**config.mk**
```make
export PLATFORM = sky130hd
export DESIGN_NAME = vga_draw_arbiter
export DESIGN_NICKNAME = d
export VERILOG_FILES = /design/src/rtl/vga_draw_arbiter.sv
export SDC_FILE = /design/constraint.sdc
export NUM_CORES = 1
export LEC_CHECK = 0
export ABC_AREA = 0
export CORE_MARGIN = 2
export CORE_UTILIZATION = 48
export DETAILED_ROUTE_END_ITERATION = 8
export GPL_TIMING_DRIVEN = 1
export MAX_ROUTING_LAYER = met4
export PLACE_DENSITY_LB_ADDON = 0.05
export SYNTH_ARGS = -nofsm -noshare
export SYNTH_HDL_FRONTEND = slang
export SYNTH_SLANG_ARGS = --single-unit
```
**constraint.sdc**
```tcl
create_clock -name clk -period 8 [get_ports clk]
set_input_delay 0.8 -clock clk [delete_from_list [all_inputs] [get_ports clk]]
set_output_delay 0.8 -clock clk [all_outputs]
set_load 0.01 [all_outputs]
```
**src/rtl/vga_draw_arbiter.sv**
```systemverilog
// Round-robin owner of the single VGA write port: wakes one drawer at a time, masks
// vga_plot until its ROM-lagged pixels are valid, and retires the grant on done or timeout.
module vga_draw_arbiter #(
    parameter int N_REQ      = 4,
    parameter int PLOT_DELAY = 2,
    parameter int FLUSH      = 1,
    parameter int TIMEOUT    = 20000
) (
    input  logic                 clk,
    input  logic                 resetn,
    input  logic [N_REQ-1:0]     req_i,
    input  logic [N_REQ-1:0]     drawer_done_i,
    input  logic [8*N_REQ-1:0]   drawer_x_i,
    input  logic [7*N_REQ-1:0]   drawer_y_i,
    input  logic [9*N_REQ-1:0]   drawer_colour_i,
    output logic [N_REQ-1:0]     drawer_run_o,
    output logic [7:0]           vga_x_o,
    output logic [6:0]           vga_y_o,
    output logic [8:0]           vga_colour_o,
    output logic                 vga_plot_o,
    output logic                 busy_o,
    output logic [2:0]           grant_id_o,
    output logic                 done_pulse_o,
    output logic                 timeout_err_o
);

    typedef enum logic [2:0] {
        S_IDLE,
        S_ARM,
        S_DRAW,
        S_FLUSH,
        S_RELEASE
    } state_t;

    state_t             state_q, state_d;
    logic [2:0]         grant_q, grant_d;
    logic [2:0]         last_q, last_d;
    logic [14:0]        cnt_q, cnt_d;
    logic [14:0]        tcnt_q, tcnt_d;
    logic               terr_q, terr_d;
    logic [N_REQ-1:0]   run_q;
    logic [N_REQ-1:0]   grant_oh_d;
    logic               plot_q, busy_q, done_q;

    logic [2:0]         pick;
    logic [3:0]         cand;
    logic               done_sel;
    logic               tmo_hit;

    // Scan from last_q+1 upward; iterating the offsets in descending order lets the
    // nearest requester overwrite any farther one.
    always_comb begin
        pick = last_q;
        cand = '0;
        for (int k = N_REQ - 1; k >= 0; k--) begin
            cand = {1'b0, last_q} + 4'd1 + 4'(k);
            if (cand >= 4'(N_REQ)) begin
                cand = cand - 4'(N_REQ);
            end
            for (int j = 0; j < N_REQ; j++) begin
                if (cand == 4'(j) && req_i[j]) begin
                    pick = cand[2:0];
                end
            end
        end
    end

    always_comb begin
        done_sel     = 1'b0;
        vga_x_o      = '0;
        vga_y_o      = '0;
        vga_colour_o = '0;
        for (int k = 0; k < N_REQ; k++) begin
            if (grant_q == 3'(k)) begin
                done_sel     = drawer_done_i[k];
                vga_x_o      = drawer_x_i[8*k +: 8];
                vga_y_o      = drawer_y_i[7*k +: 7];
                vga_colour_o = drawer_colour_i[9*k +: 9];
            end
        end
    end

    for (genvar gi = 0; gi < N_REQ; gi++) begin : g_grant_oh
        assign grant_oh_d[gi] = (grant_d == 3'(gi));
    end

    assign tmo_hit = (tcnt_q == 15'(TIMEOUT - 1));

    always_comb begin
        state_d = state_q;
        grant_d = grant_q;
        last_d  = last_q;
        cnt_d   = cnt_q;
        tcnt_d  = tcnt_q;
        terr_d  = terr_q;
        case (state_q)
            S_IDLE: begin
                if (|req_i) begin
                    grant_d = pick;
                    cnt_d   = '0;
                    tcnt_d  = '0;
                    state_d = S_ARM;
                end
            end
            S_ARM: begin
                if (tmo_hit) begin
                    terr_d  = 1'b1;
                    last_d  = grant_q;
                    state_d = S_IDLE;
                end else begin
                    tcnt_d = tcnt_q + 15'd1;
                    if (cnt_q == 15'(PLOT_DELAY - 1)) begin
                        cnt_d   = '0;
                        state_d = S_DRAW;
                    end else begin
                        cnt_d = cnt_q + 15'd1;
                    end
                end
            end
            S_DRAW: begin
                tcnt_d = tcnt_q + 15'd1;
                // A done arriving on the timeout cycle still counts as a clean finish.
                if (done_sel) begin
                    cnt_d   = '0;
                    state_d = (FLUSH == 0) ? S_RELEASE : S_FLUSH;
                end else if (tmo_hit) begin
                    terr_d  = 1'b1;
                    last_d  = grant_q;
                    state_d = S_IDLE;
                end
            end
            S_FLUSH: begin
                tcnt_d = tcnt_q + 15'd1;
                if (cnt_q == 15'(FLUSH - 1)) begin
                    state_d = S_RELEASE;
                end else begin
                    cnt_d = cnt_q + 15'd1;
                end
            end
            S_RELEASE: begin
                last_d  = grant_q;
                state_d = S_IDLE;
            end
            default: begin
                state_d = S_IDLE;
            end
        endcase
    end

    // Output flops are loaded from the next state so they always match state_q.
    always_ff @(posedge clk) begin
        if (!resetn) begin
            state_q <= S_IDLE;
            grant_q <= '0;
            last_q  <= 3'(N_REQ - 1);
            cnt_q   <= '0;
            tcnt_q  <= '0;
            terr_q  <= 1'b0;
            run_q   <= '0;
            plot_q  <= 1'b0;
            busy_q  <= 1'b0;
            done_q  <= 1'b0;
        end else begin
            state_q <= state_d;
            grant_q <= grant_d;
            last_q  <= last_d;
            cnt_q   <= cnt_d;
            tcnt_q  <= tcnt_d;
            terr_q  <= terr_d;
            run_q   <= (state_d inside {S_ARM, S_DRAW, S_FLUSH}) ? grant_oh_d : '0;
            plot_q  <= (state_d == S_DRAW) || (state_d == S_FLUSH);
            busy_q  <= (state_d != S_IDLE);
            done_q  <= (state_d == S_RELEASE);
        end
    end

    assign drawer_run_o  = run_q;
    assign vga_plot_o    = plot_q;
    assign busy_o        = busy_q;
    assign done_pulse_o  = done_q;
    assign grant_id_o    = grant_q;
    assign timeout_err_o = terr_q;

endmodule
```
==> qor.txt, run 1 <==
Max Clk Rate - 255.0 MHz
Remaining DRCs - 0
Setup TNS - 0 ns
Post-synth EDFFs - 0
Routed wire per std cell - 17.27 um
Top Ports - 141
DRT Wirelength - 11070 um
Worst hold margin - 0.4833 ns
Area contributors post-synth - dfxtp_1, mux4_2, ha_1
P_int - 516.0 uW
Sink Count - 47
Power per cell area - 146.3 nW/um^2
Antenna Cells - 0
Final hold vios - 0
Setup bufs post-CTS - 0
Final ANT Viol Nets - 0
Cells after DPL - 633
HPWL after detailed placement - 8705 um
Slowest stage cell, crit path - dfxtp_1
Worst-path maximum fanout - 12
Avg Cell Area, Syn - 8.819 um^2
Seq pwr share - 35.4%
Worst setup EP type - flip-flop
Switching pwr - 239.9 uW
Starting Density - 49.92%
Core area - 7331 um^2
Worst slew margin - 24.73%
First-pass GRT wire length - 17990 um
Leak - 1.829 nW
Clock group share of total power - 20.1%
Comb pwr share - 44.5%
Area of the die - 8339 um^2
Max-cap viol count - 0
Synthesized Nets - 539
DRT iter0 DRCs - 268
Yosys Warn Count - 0
Setup ws final - 4.078 ns
Tcrit/Tclk final - 49.02%
Core Util, Final - 70.49%
Critical path cell sequence - ha_1 > xnor2_1 > inv_1 > ha_1 > nand3b_1 > a31o_2 > ha_1 > nand2_1 > nand2_1 > o31ai_1 > a21oi_1 > a211oi_1 > nand2_1 > a41oi_1 > nor2_1
Cts repair resizes - 0
Clock slew at reported path FFs - 0.09 ns
Hold Crit Class - flip-flop to flip-flop
Num rows - 31
Maximum VDD drop - 0.0001550 V
CTS Root Cell - clkbuf_8
Largest stage delay on the critical path - 0.45 ns
Most common cell after layout, fill and taps aside - clkdlybuf4s50_1
Top cell type's share of synthesized area - 25.71%
Post-place setup slack - 4.167 ns
Leading area contributor after synthesis - dfxtp_1
Instance area at placement - 5069 um^2
Multi-input logic area - 2526 um^2
Final nets - 665
Final instance area - 5167 um^2
Via density - 5.724
GRT Resource Usage Total - 27.17%
Largest net degree at the start of global routing - 30
Final total power - 755.9 uW
CP Class - flip-flop to flip-flop
# setup viols final - 0
Register bit total from synthesis - 47
Drt pass-1 iters - 7
Via count - 3669
Chip height - 91.32 um
Synth async-reset ratio - 0%
Post-synth cell types - 59
Clock Path Buffers - 2
Area delta synth->final - 41.20%
Most frequent cells in the layout - clkdlybuf4s50_1, nor2_1, dfxtp_1
RSZ-0062 raised after global routing - false
Count of pins over their slew limit - 0
Tmin final - 3.922 ns
Ys flop type - dfxtp_1
Hold Buf Count CTS - 0
Fraction of layout cells with a size suffix above 1 - 8.118%
Filler cell count - 577
Worst Max-Slew Pin Slew - 1.128 ns
Worst path arrival time - 4.10 ns
Initial antenna violation count - 0
Part of the Yosys area used for sequential elements - 25.71%
Syn Std Cell Area - 3660 um^2
Finished Layout Cells - 641
Register area - 942.2 um^2
Worst-Skew Late Latency - 0.29 ns
Num CTS Buffers - 5
CTS tree - done
Vias in the first global route - 3625
CP required - 8.18 ns
Clock skew - 0.01031 ns
Final GP Congestion - 0.8866
Status - complete, no violations
# port buffers - 140
CP Launch Type - flip-flop
Post-Synthesis Cells - 415
Remaining global-route overflow - 0
CTS H-Tree Depth - 2
Sw Share - 31.74%
Die width - 91.32 um
## worst max-delay path: cells and delay by family (launching register included)
kind	cells	cell delay, ns
flip-flops	1	0.45
XOR/XNOR	1	0.45
AO/OA/AOI/OAI	5	1.33
AND/OR/NAND/NOR	5	0.61
buffers and inverters	1	0.17
adder cells (fa/ha/maj)	3	0.80
## registers in the layout, indices dropped and copies added (netlist names)
signal	cells
busy_o	1
cnt_q	15
done_pulse_o	1
drawer_run_o	4
grant_id_o	3
last_q	3
state_q	3
tcnt_q	15
timeout_err_o	1
vga_plot_o	1
## synthesized netlist by cell type, types with 8 or more instances
cell and n:
nand3_1 22, mux4_2 25, xnor2_1 17, nor2b_1 26
inv_1 18, nor2_1 49, nor4_1 9, clkbuf_1 12
ha_1 18, o21ai_0 8, a21oi_1 13, nor3_1 17
dfxtp_1 47, nand2_1 31, nand4_1 8
## metal layers
metal | wire, um | share of wire (%) | vias to the layer above | GRT usage [%]
li1 | - | - | 1766 | -
met1 | 4434 | 40 | 1722 | 32.09
met2 | 5712 | 52 | 161 | 48.02
met3 | 753 | 6.8 | 20 | 5.062
met4 | 167 | 1.5 | 0 | 6.313
met5 | 0 | 0 | - | -
## cell families (layout without fill, tap and decap cells)
kind of cell,after synthesis,after routing,share of synthesized area [%]
simple gates,197,197,28.17
compound gates,60,60,12.03
flops,47,47,25.71
buf+inv,40,167,5.265
mux,28,28,16.31
xor+xnor,25,25,6.359
fa+ha+maj,18,18,6.154
## power groups by stage
stage / Combinational, mW / Clock [mW] / Sequential [mW]
3_5_place_dp: 0.336 / 0 / 0.274
5_1_grt: 0.363 / 0.165 / 0.272
6_report: 0.336 / 0.152 / 0.268
3_3_place_gp: 0.330 / 0 / 0.274
2_1_floorplan: 0.197 / 0 / 0.262
4_1_cts: 0.337 / 0.156 / 0.269
## layout make-up
cell class | instances | area share [%]
inverter | 18 | 1.308
clock buffer | 6 | 1.598
sequential | 47 | 18.23
tap | 99 | 2.397
clock inverter | 2 | 0.3148
multi-input combinational | 328 | 48.89
timing repair buffer | 141 | 27.26
## worst paths after layout
kind	cells past startpoint	slack, ns	from	endpoint
setup / recovery	15	4.08	last_q[0]	drawer_run_o[0]
hold / removal	2	0.48	timeout_err_o	timeout_err_o
hold reg to reg	2	0.48	timeout_err_o	timeout_err_o
setup reg to reg	15	4.08	last_q[0]	drawer_run_o[0]
No activity file was read; power rests on OpenSTA's default activity.
==> run 2: changes to the inputs <==
- CORE_UTILIZATION: 48 -> 41
- clock period: 8 -> 3.2 ns (I/O delays scaled with it)
==> qor.txt, run 2 (same netlist as run 1, synthesis figures left out) <==
Num rows - 34 (was 31)
Tcrit/Tclk final - 93.04% (was 49.02%)
GR Util met1 - 27.95% (was 32.09%)
Worst-Skew Late Latency - 0.31 ns (was 0.29 ns)
Finished Layout Cells - 663 (was 641)
Via density - 5.529 (was 5.724)
Cts repair resizes - 0 (unchanged)
Largest net degree at the start of global routing - 29 (was 30)
Final GP Congestion - 0.9103 (was 0.8866)
FF-to-FF setup slack - 0.22 ns (was 4.08 ns)
Die width - 98.48 um (was 91.32 um)
Top Ports - 141 (unchanged)
CP bufs+invs - 1 (unchanged)
Remaining global-route overflow - 0 (unchanged)
Worst slew margin - 29.60% (was 24.73%)
First-pass GRT wire length - 17730 um (was 17990 um)
Initial antenna violation count - 0 (unchanged)
Hold Crit Class - flip-flop to flip-flop (unchanged)
Largest stage delay on the critical path - 0.35 ns (was 0.45 ns)
DRT Wirelength - 11130 um (was 11070 um)
CP required - 3.44 ns (was 8.18 ns)
Critical path cell sequence - ha_1 > xnor2_2 > inv_2 > ha_4 > a21bo_2 > a31o_2 > ha_1 > nand2_1 > nand2_1 > o31ai_2 > a21oi_1 > a211oi_1 > nand2_1 > a41o_1 > nor2_1 (was ha_1 > xnor2_1 > inv_1 > ha_1 > nand3b_1 > a31o_2 > ha_1 > nand2_1 > nand2_1 > o31ai_1 > a21oi_1 > a211oi_1 > nand2_1 > a41oi_1 > nor2_1)
Fraction of layout cells with a size suffix above 1 - 11.53% (was 8.118%)
Chip height - 98.48 um (was 91.32 um)
DRT iter0 DRCs - 144 (was 268)
Leak - 1.898 nW (was 1.829 nW)
Sink Count - 47 (unchanged)
Most common cell after layout, fill and taps aside - clkdlybuf4s50_1 (unchanged)
CP Launch Type - flip-flop (unchanged)
Clock slew at reported path FFs - 0.09 ns (about the same)
CTS Root Cell - clkbuf_8 (unchanged)
Drt pass-1 iters - 7 (unchanged)
Max Clk Rate - 335.9 MHz (was 255.0 MHz)
Max-cap viol count - 0 (unchanged)
Count of pins over their slew limit - 0 (unchanged)
Final hold vios - 0 (unchanged)
Maximum VDD drop - 0.0002619 V (was 0.0001550 V)
Filler cell count - 775 (was 577)
Remaining DRCs - 0 (unchanged)
Slowest stage cell, crit path - dfxtp_1 (unchanged)
Clock Path Buffers - 2 (unchanged)
Worst setup EP type - flip-flop (unchanged)
WHS Path Cells - 2 (unchanged)
CTS tree - done (unchanged)
CP delay by family, top - compound AO/OA/AOI/OAI gates (unchanged)
Final total power - 1.886 mW (was 755.9 uW)
Starting Density - 42.17% (was 49.92%)
Hold Crit Start - timeout_err_o (unchanged)
Cells after DPL - 655 (was 633)
CP Class - flip-flop to flip-flop (unchanged)
Worst-path maximum fanout - 6 (was 12)
GRT Resource Usage Total - 23.18% (was 27.17%)
Reg2Reg Depth - 15 (unchanged)
Via count - 3666 (was 3669)
# setup viols final - 0 (unchanged)
FF-to-FF Start - last_q[0] (unchanged)
Setup bufs post-CTS - 0 (unchanged)
Num CTS Buffers - 5 (unchanged)
Grt met3 use - 4.397% (was 5.062%)
Antenna Cells - 0 (unchanged)
# port buffers - 140 (unchanged)
Area of the die - 9698 um^2 (was 8339 um^2)
GRT busiest layer - met2 (unchanged)
Core area - 8678 um^2 (was 7331 um^2)
Reg2reg end - drawer_run_o[3] (was drawer_run_o[0])
Final instance area - 5329 um^2 (was 5167 um^2)
Instance area at placement - 5197 um^2 (was 5069 um^2)
Final nets - 678 (was 665)
Vias in the first global route - 3515 (was 3625)
Worst path arrival time - 3.22 ns (was 4.10 ns)
Met2 usage - 39.72% (was 48.02%)
HPWL after detailed placement - 8830 um (was 8705 um)
Area delta synth->final - 45.61% (was 41.20%)
Most frequent cells in the layout - clkdlybuf4s50_1, nor2_1, dfxtp_1 (unchanged)
Tmin final - 2.977 ns (was 3.922 ns)
Hold Buf Count CTS - 0 (unchanged)
CTS H-Tree Depth - 2 (unchanged)
Hold worst-path end - timeout_err_o (unchanged)
Core Util, Final - 61.40% (was 70.49%)
Power per cell area - 354.0 nW/um^2 (was 146.3 nW/um^2)
Routed wire per std cell - 16.78 um (was 17.27 um)
CP dominant cell by count - nand2_1
Worst Max-Slew Pin Slew - 1.046 ns (was 1.128 ns)
Final ANT Viol Nets - 0 (unchanged)
Clock skew - 0.01106 ns (was 0.01031 ns)
Status - complete, no violations (unchanged)
Setup TNS - 0 ns (unchanged)
-- run 2: layer usage --
layer  share of wire, %  vias up  wire, um
li1                   -     1794         -
met1                 43     1739      4746
met2                 50      120      5590
met3                5.7       13       632
met4                1.4        0       157
met5                  0        -         0
-- run 2: metrics by stage --
step,setup WS (ns),hold slack [ns]
after floorplan,0.06962,0.4529
after CTS,0.01670,0.4966
after detailed placement,0.06172,0.4748
after global placement,0.1463,0.4625
final,0.2228,0.4900
after global routing,-0.01311,0.5317
-- run 2: area by class of cell --
type	count	area, um^2	area share [%]
Multi-Input combinational cell	328	2576	48.34
Timing Repair Buffer	154	1519	28.50
Sequential cell	47	942.2	17.68
Tap cell	108	135.1	2.536
Clock buffer	5	68.82	1.291
Inverter	18	67.56	1.268
Clock inverter	3	20.02	0.3757
-- run 2: worst register-to-register path: cells and delay by family, from the launching register on --
family	cells	cell delay [ns]
buf+inv	1	0.09
simple gates	4	0.37
compound gates	6	1.34
fa+ha+maj	3	0.60
flops	1	0.35
xor+xnor	1	0.15
-- run 2: power breakdown --
group / switching [mW] / internal (mW)
combinational: 0.360 / 0.518
sequential: 0.0333 / 0.617
clock: 0.207 / 0.152
-- run 2: worst max path at each step --
stage | start | to | slack, ns | cells past startpoint
2_1_floorplan | last_q[1] | drawer_run_o[0] | 0.07 | 15
3_3_place_gp | last_q[0] | drawer_run_o[1] | 0.15 | 15
3_5_place_dp | last_q[0] | drawer_run_o[0] | 0.06 | 15
4_1_cts | last_q[0] | drawer_run_o[0] | 0.02 | 15
5_1_grt | last_q[0] | drawer_run_o[2] | -0.01 | 15
6_report | last_q[0] | drawer_run_o[3] | 0.22 | 15
